`config.mk`:
```
export PLATFORM = sky130hd
export DESIGN_NAME = s27_scan_array
export DESIGN_NICKNAME = d
export VERILOG_FILES = /design/src/rtl/s27_pkg.sv /design/src/rtl/s27_core.sv /design/src/rtl/s27_scan_array.sv
export SDC_FILE = /design/constraint.sdc
export NUM_CORES = 1
export LEC_CHECK = 0
export BUFFER_PORTS_ARGS = -buffer_cell sky130_fd_sc_hd__clkbuf_2
export CORE_MARGIN = 4
export CORE_UTILIZATION = 53
export CTS_BUF_LIST = sky130_fd_sc_hd__clkbuf_2
export DETAILED_ROUTE_END_ITERATION = 6
export PLACE_DENSITY_LB_ADDON = 0.2
export SETUP_SLACK_MARGIN = 0.05
export SLEW_MARGIN = 20
export SYNTH_ARGS = -nofsm -noshare
export SYNTH_HDL_FRONTEND = slang
export SYNTH_SLANG_ARGS = --single-unit
```
`constraint.sdc`:
```
create_clock -name CLK -period 2.4 [get_ports CLK]
set_input_delay 0.12 -clock CLK [delete_from_list [all_inputs] [get_ports CLK]]
set_output_delay 0.12 -clock CLK [all_outputs]
set_load 0.03 [all_outputs]
```
`src/rtl/s27_pkg.sv`:
```
// Shared types and the s27 next-state/output function used by every channel.
package s27_pkg;

  localparam logic [15:0] MISR_POLY_DEFAULT = 16'h1021;

  typedef struct packed {
    logic s5;
    logic s6;
    logic s7;
  } s27_state_t;

  typedef struct packed {
    s27_state_t next_state;
    logic       g17;
  } s27_step_t;

  // g_in = {G3,G2,G1,G0}; the network is loop-free so this is pure logic.
  function automatic s27_step_t s27_next(input s27_state_t st, input logic [3:0] g_in);
    s27_step_t res;
    logic g14, g8, g12, g15, g16, g9, g11, g10, g13;
    g14 = ~g_in[0];
    g8  = g14 & st.s6;
    g12 = ~(g_in[1] | st.s7);
    g15 = g12 | g8;
    g16 = g_in[3] | g8;
    g9  = ~(g16 & g15);
    g11 = ~(st.s5 | g9);
    g10 = ~(g14 | g11);
    g13 = ~(g_in[2] | g12);
    res.next_state.s5 = g10;
    res.next_state.s6 = g11;
    res.next_state.s7 = g13;
    res.g17 = ~g11;
    return res;
  endfunction

endpackage

```
`src/rtl/s27_core.sv`:
```
// One s27 channel: three mux-D scan flops (S5 -> S6 -> S7) plus the s27 logic.
module s27_core
  import s27_pkg::*;
(
  input  logic       CLK,
  input  logic       RST,
  input  logic       SE,
  input  logic       SCAN_IN,
  output logic       SCAN_OUT,
  input  logic [3:0] G_IN,
  output logic       G17
);

  s27_state_t state;
  s27_state_t state_next;
  s27_step_t  step;

  always_comb begin
    step       = s27_next(state, G_IN);
    state_next = step.next_state;
    if (SE) begin
      state_next.s5 = SCAN_IN;
      state_next.s6 = state.s5;
      state_next.s7 = state.s6;
    end
  end

  always_ff @(posedge CLK) begin
    if (RST) state <= '0;
    else     state <= state_next;
  end

  // G17 stays live during shift; SCAN_OUT is the raw S7 flop.
  assign G17      = step.g17;
  assign SCAN_OUT = state.s7;

endmodule

```
`src/rtl/s27_scan_array.sv`:
```
// N_CH s27 channels on one scan chain, with a Galois MISR compacting G_OUT
// and a saturating count of MISR updates.
module s27_scan_array
  import s27_pkg::*;
#(
  parameter int                N_CH      = 4,
  parameter int                MISR_W    = 16,
  parameter logic [MISR_W-1:0] MISR_POLY = MISR_W'(MISR_POLY_DEFAULT),
  parameter int                CNT_W     = 16
) (
  input  logic                CLK,
  input  logic                RST,
  input  logic [4*N_CH-1:0]   G_IN,
  output logic [N_CH-1:0]     G_OUT,
  input  logic                SE,
  input  logic                SI,
  output logic                SO,
  input  logic                MISR_EN,
  output logic [MISR_W-1:0]   MISR_SIG,
  output logic [CNT_W-1:0]    CAP_CNT
);

  if (N_CH > MISR_W || N_CH < 1) begin : g_bad_cfg
    $fatal(1, "s27_scan_array: N_CH must be in 1..MISR_W");
  end

  logic [N_CH:0]     chain;
  logic [MISR_W-1:0] g_ext;
  logic              misr_upd;

  assign chain[0] = SI;

  for (genvar c = 0; c < N_CH; c++) begin : g_ch
    s27_core u_core (
      .CLK      (CLK),
      .RST      (RST),
      .SE       (SE),
      .SCAN_IN  (chain[c]),
      .SCAN_OUT (chain[c+1]),
      .G_IN     (G_IN[4*c +: 4]),
      .G17      (G_OUT[c])
    );
  end

  assign SO = chain[N_CH];

  always_comb begin
    g_ext             = '0;
    g_ext[N_CH-1:0]   = G_OUT;
  end

  // Shift has priority over compaction: SE freezes both MISR and counter.
  assign misr_upd = MISR_EN & ~SE;

  always_ff @(posedge CLK) begin
    if (RST) begin
      MISR_SIG <= '0;
      CAP_CNT  <= '0;
    end else if (misr_upd) begin
      MISR_SIG <= {MISR_SIG[MISR_W-2:0], 1'b0}
                ^ (MISR_SIG[MISR_W-1] ? MISR_POLY : '0)
                ^ g_ext;
      if (CAP_CNT != '1) CAP_CNT <= CAP_CNT + CNT_W'(1);
    end
  end

endmodule

```
==> summary.md <==
| Metric | Value |
|---|---|
| Status | `complete, no violations` |
| Util after Layout | `roughly 68%` |
| Critical Path End Type | `flip-flop` |
| Post-synth EDFFs | `0` |
| First-pass GRT wire length | `just under 8 mm` |
| Largest net degree at the start of global routing | `37` |
| H-tree Lvls | `2` |
| RSZ-0062 raised after global routing | `false` |
| Min-delay src | `SE` |
| Compound-gate portion of the synthesized area | `roughly 16%` |
| Req. time, crit path | `about 2.8 ns` |
| Part of the power in the clock network | `between 20% and 30%` |
| Gpl congestion | `around 0.78` |
| Leading area contributor after synthesis | `dfxtp_1` |
| CTS root buf | `clkbuf_2` |
| Port Buf Inserts | `between 50 and 60` |
| Initial DRC count | `~110` |
| Worst hold path depth | `4` |
| Die Span Y | `around 70 µm` |
| Synth Register Bits | `44` |
| Crit Reg-Reg Endpoint | `CAP_CNT[14]` |
| Peak Freq | `roughly 0.5 GHz` |
| Worst-Margin Slew | `0.652 ns` |
| First-pass DRT Iterations | `4` |
| Layout cells sized above 1 | `about a quarter` |
| Total grt overflow | `0` |
| Adder-Cell Fraction of Synth Area | `0.621%` |
| Vias in the first global route | `roughly 1800` |
| DR vias | `1893` |
| Final Hold Slack | `between 0.15 and 0.2 ns` |
| Hold Fails Final Rpt | `0` |
| Headroom to the max-slew limit | `about 57%` |
| Layout Cell Area excl Fill | `between 0.002 and 0.003 mm²` |
| Clk_lat worst skew | `around 0.40 ns` |
| Mapped Nets | `263` |
| Mapped Cells | `roughly 240` |
| Avg WL per Cell | `approximately 13 µm` |
| Synth-to-Final Area Change | `24.2%` |
| Total GRT Usage | `~19%` |
| Reg power frac | `~57%` |
| Startpoint types | `flip-flop` |
| Peak supply drop | `around 0.00034 V` |
| Final Max Slew Viols | `0` |
| Setup CP Type | `reg2reg` |
| # IOs | `between 50 and 60` |
| # setup viols final | `0` |
| Pint | `approximately 0.001 W` |
| Placed Area | `around 0.0023 mm²` |
| NetSw | `around 0.00035 W` |
| Worst reg2reg path depth | `5` |
| CTS Sinks | `44` |
| Yosys Warn Count | `0` |
| Clock transition at path regs | `around 0.21 ns` |
| Ranking of synthesized cells by area | `dfxtp_1, a21oi_1, nand2_1` |
| Cell Area, Synth | `0.00201 mm²` |
| Antenna-violating nets left | `0` |
| Leakage | `between 0.9 and 1 nW` |
| PD cells | `approximately 540 mW/mm²` |
| Die width | `approximately 70 µm` |
| Fin nets | `approximately 330` |
| Hold-critical path endpoint | `g_ch[1].u_core.SCAN_OUT` |
| Clock Skews | `between 0.007 and 0.008 ns` |
| Post-route DRC | `0` |
| Initial antenna violation count | `0` |
| Type of the worst min-delay path | `in2reg` |
| Setup bufs post-CTS | `0` |
| Post-synthesis mux area share | `~4.2%` |
| Sequential element share of the synthesized area | `a little over two fifths` |
| Core region area | `about 0.0037 mm²` |
| Clock Tree Buf Depth | `2` |
| CP max FO | `8` |
| Cts repair resizes | `0` |
| Yosys cell types | `35` |
| Mapped Avg Cell Area | `8.36 µm²` |
| Synth Area in XOR/XNOR | `1.30%` |
| Start of the worst register-to-register path | `CAP_CNT[0]` |
| Ys async rst share | `0%` |
| Total CTS buffers | `5` |
| Net Sw Frac | `26.0%` |
| Post-Synth Simple-Gate Area | `roughly 29%` |
| Initial Utilization | `between 50% and 60%` |
| Antenna diode count | `0` |
| R2R setup slack | `around 0.43 ns` |
| Detailed Place HPWL | `roughly 3.1 mm` |
| Hold buffers post-CTS | `10` |
| Std-Cell Rows | `22` |
| Synth Flop Type | `dfxtp_1` |
| Die Area | `approximately 0.0049 mm²` |
| Final period util | `just over 80%` |
| Comb pwr share | `between 10% and 20%` |
| Post-synth top area share | `43.7%` |
| Main combinational cell family by area after synthesis | `simple AND/OR/NAND/NOR gates` |
| Post-layout minimum cycle time | `roughly 2.0 ns` |
| Setup TNS | `0 ns` |
| CTS tree | `done` |
| Max-cap violations | `0` |
| Critical Path AT | `between 2 and 2.5 ns` |
| Via/cell ratio | `about 5.3` |
| Total wire length | `4.61 mm` |
==> power by group through the flow <==
stage	combinational [W]	clock (W)	sequential, W
2_1_floorplan	0.0000941	0	0.000802
6_report	0.000175	0.000402	0.000768
3_3_place_gp	0.000157	0	0.000782
5_1_grt	0.000192	0.000445	0.000772
3_5_place_dp	0.000159	0	0.000783
4_1_cts	0.000172	0.000416	0.000768
==> worst max path at each step <==
stage | start | to | slack (ns)
floorplan | CAP_CNT[0] | CAP_CNT[14] | 0.38
global placement | CAP_CNT[0] | CAP_CNT[14] | 0.55
detailed placement | CAP_CNT[0] | CAP_CNT[14] | 0.49
CTS | CAP_CNT[0] | CAP_CNT[14] | 0.44
global route | CAP_CNT[8] | CAP_CNT[1] | 0.30
finish | CAP_CNT[0] | CAP_CNT[14] | 0.43
==> stage by stage <==
step | setup slack, ns | instances | power [W]
2_1_floorplan | 0.376 | 241 | 0.000897
3_3_place_gp | 0.554 | 334 | 0.000940
3_5_place_dp | 0.492 | 334 | 0.000941
4_1_cts | 0.443 | 352 | 0.00136
5_1_grt | 0.301 | 355 | 0.00141
6_report | 0.430 | 355 | 0.00135
==> sequential cells by signal, indices dropped and copies added (netlist names) <==
| signal | cells |
|---|---|
| g_ch.u_core.state | 8 |
| CAP_CNT | 16 |
| MISR_SIG | 16 |
| g_ch.u_core.SCAN_OUT | 4 |
==> layout make-up <==
cell class | instances | area [µm²]
multi-input combinational | 176 | 1030
clock inverter | 3 | 37.5
clock buffer | 5 | 25.0
sequential | 44 | 881
tap | 48 | 60.1
timing repair buffer | 75 | 453
fill | 316 | 1160
inverter | 4 | 15.0
==> logic make-up (layout without fill, tap and decap cells) <==
group | after synthesis | count (layout)
AO/OA/AOI/OAI | 55 | 55
XOR/XNOR | 3 | 3
adder cells (fa/ha/maj) | 1 | 1
buffers and inverters | 21 | 87
flip-flops | 44 | 44
multiplexers | 8 | 8
AND/OR/NAND/NOR | 109 | 109
==> cells in the final DEF (no fill, tap or decap), types with 6 or more instances in the layout <==
master and count:
nor2b_1 8, nor2_1 16, clkbuf_2 62, a21oi_1 29, or3_1 10, dlygate4sd3_1 13, nand2_1 33, nand4_1 8
o31ai_1 6, o21ai_0 9, or4_1 8, dfxtp_1 44
==> critical path, cell delays in order (launching register included) <==
cell,delay (ns)
dfxtp_1,0.48
ha_1,0.23
nand3_1,0.10
or3_1,0.44
or4_1,0.54
a21oi_1,0.15
==> metal layers <==
layer	vias up	track usage, %	share of wire [%]
li1	996	-	-
met1	830	24.5	47
met2	62	31.4	45
met3	5	4.64	7.1
met4	0	8.09	1.1
met5	-	0	0
==> synth_stat cells, types with 5 or more instances <==
master    number
nand2b_1       5
dfxtp_1       44
buf_1          5
a21oi_1       29
nand2_1       33
clkbuf_1       5
mux2i_1        5
nand3b_1       5
or3_1         10
o31ai_1        6
nor2b_1        8
or4_1          8
o21ai_0        9
nor2_1        16
nand4_1        8
Power figures use the tool's default switching activity.
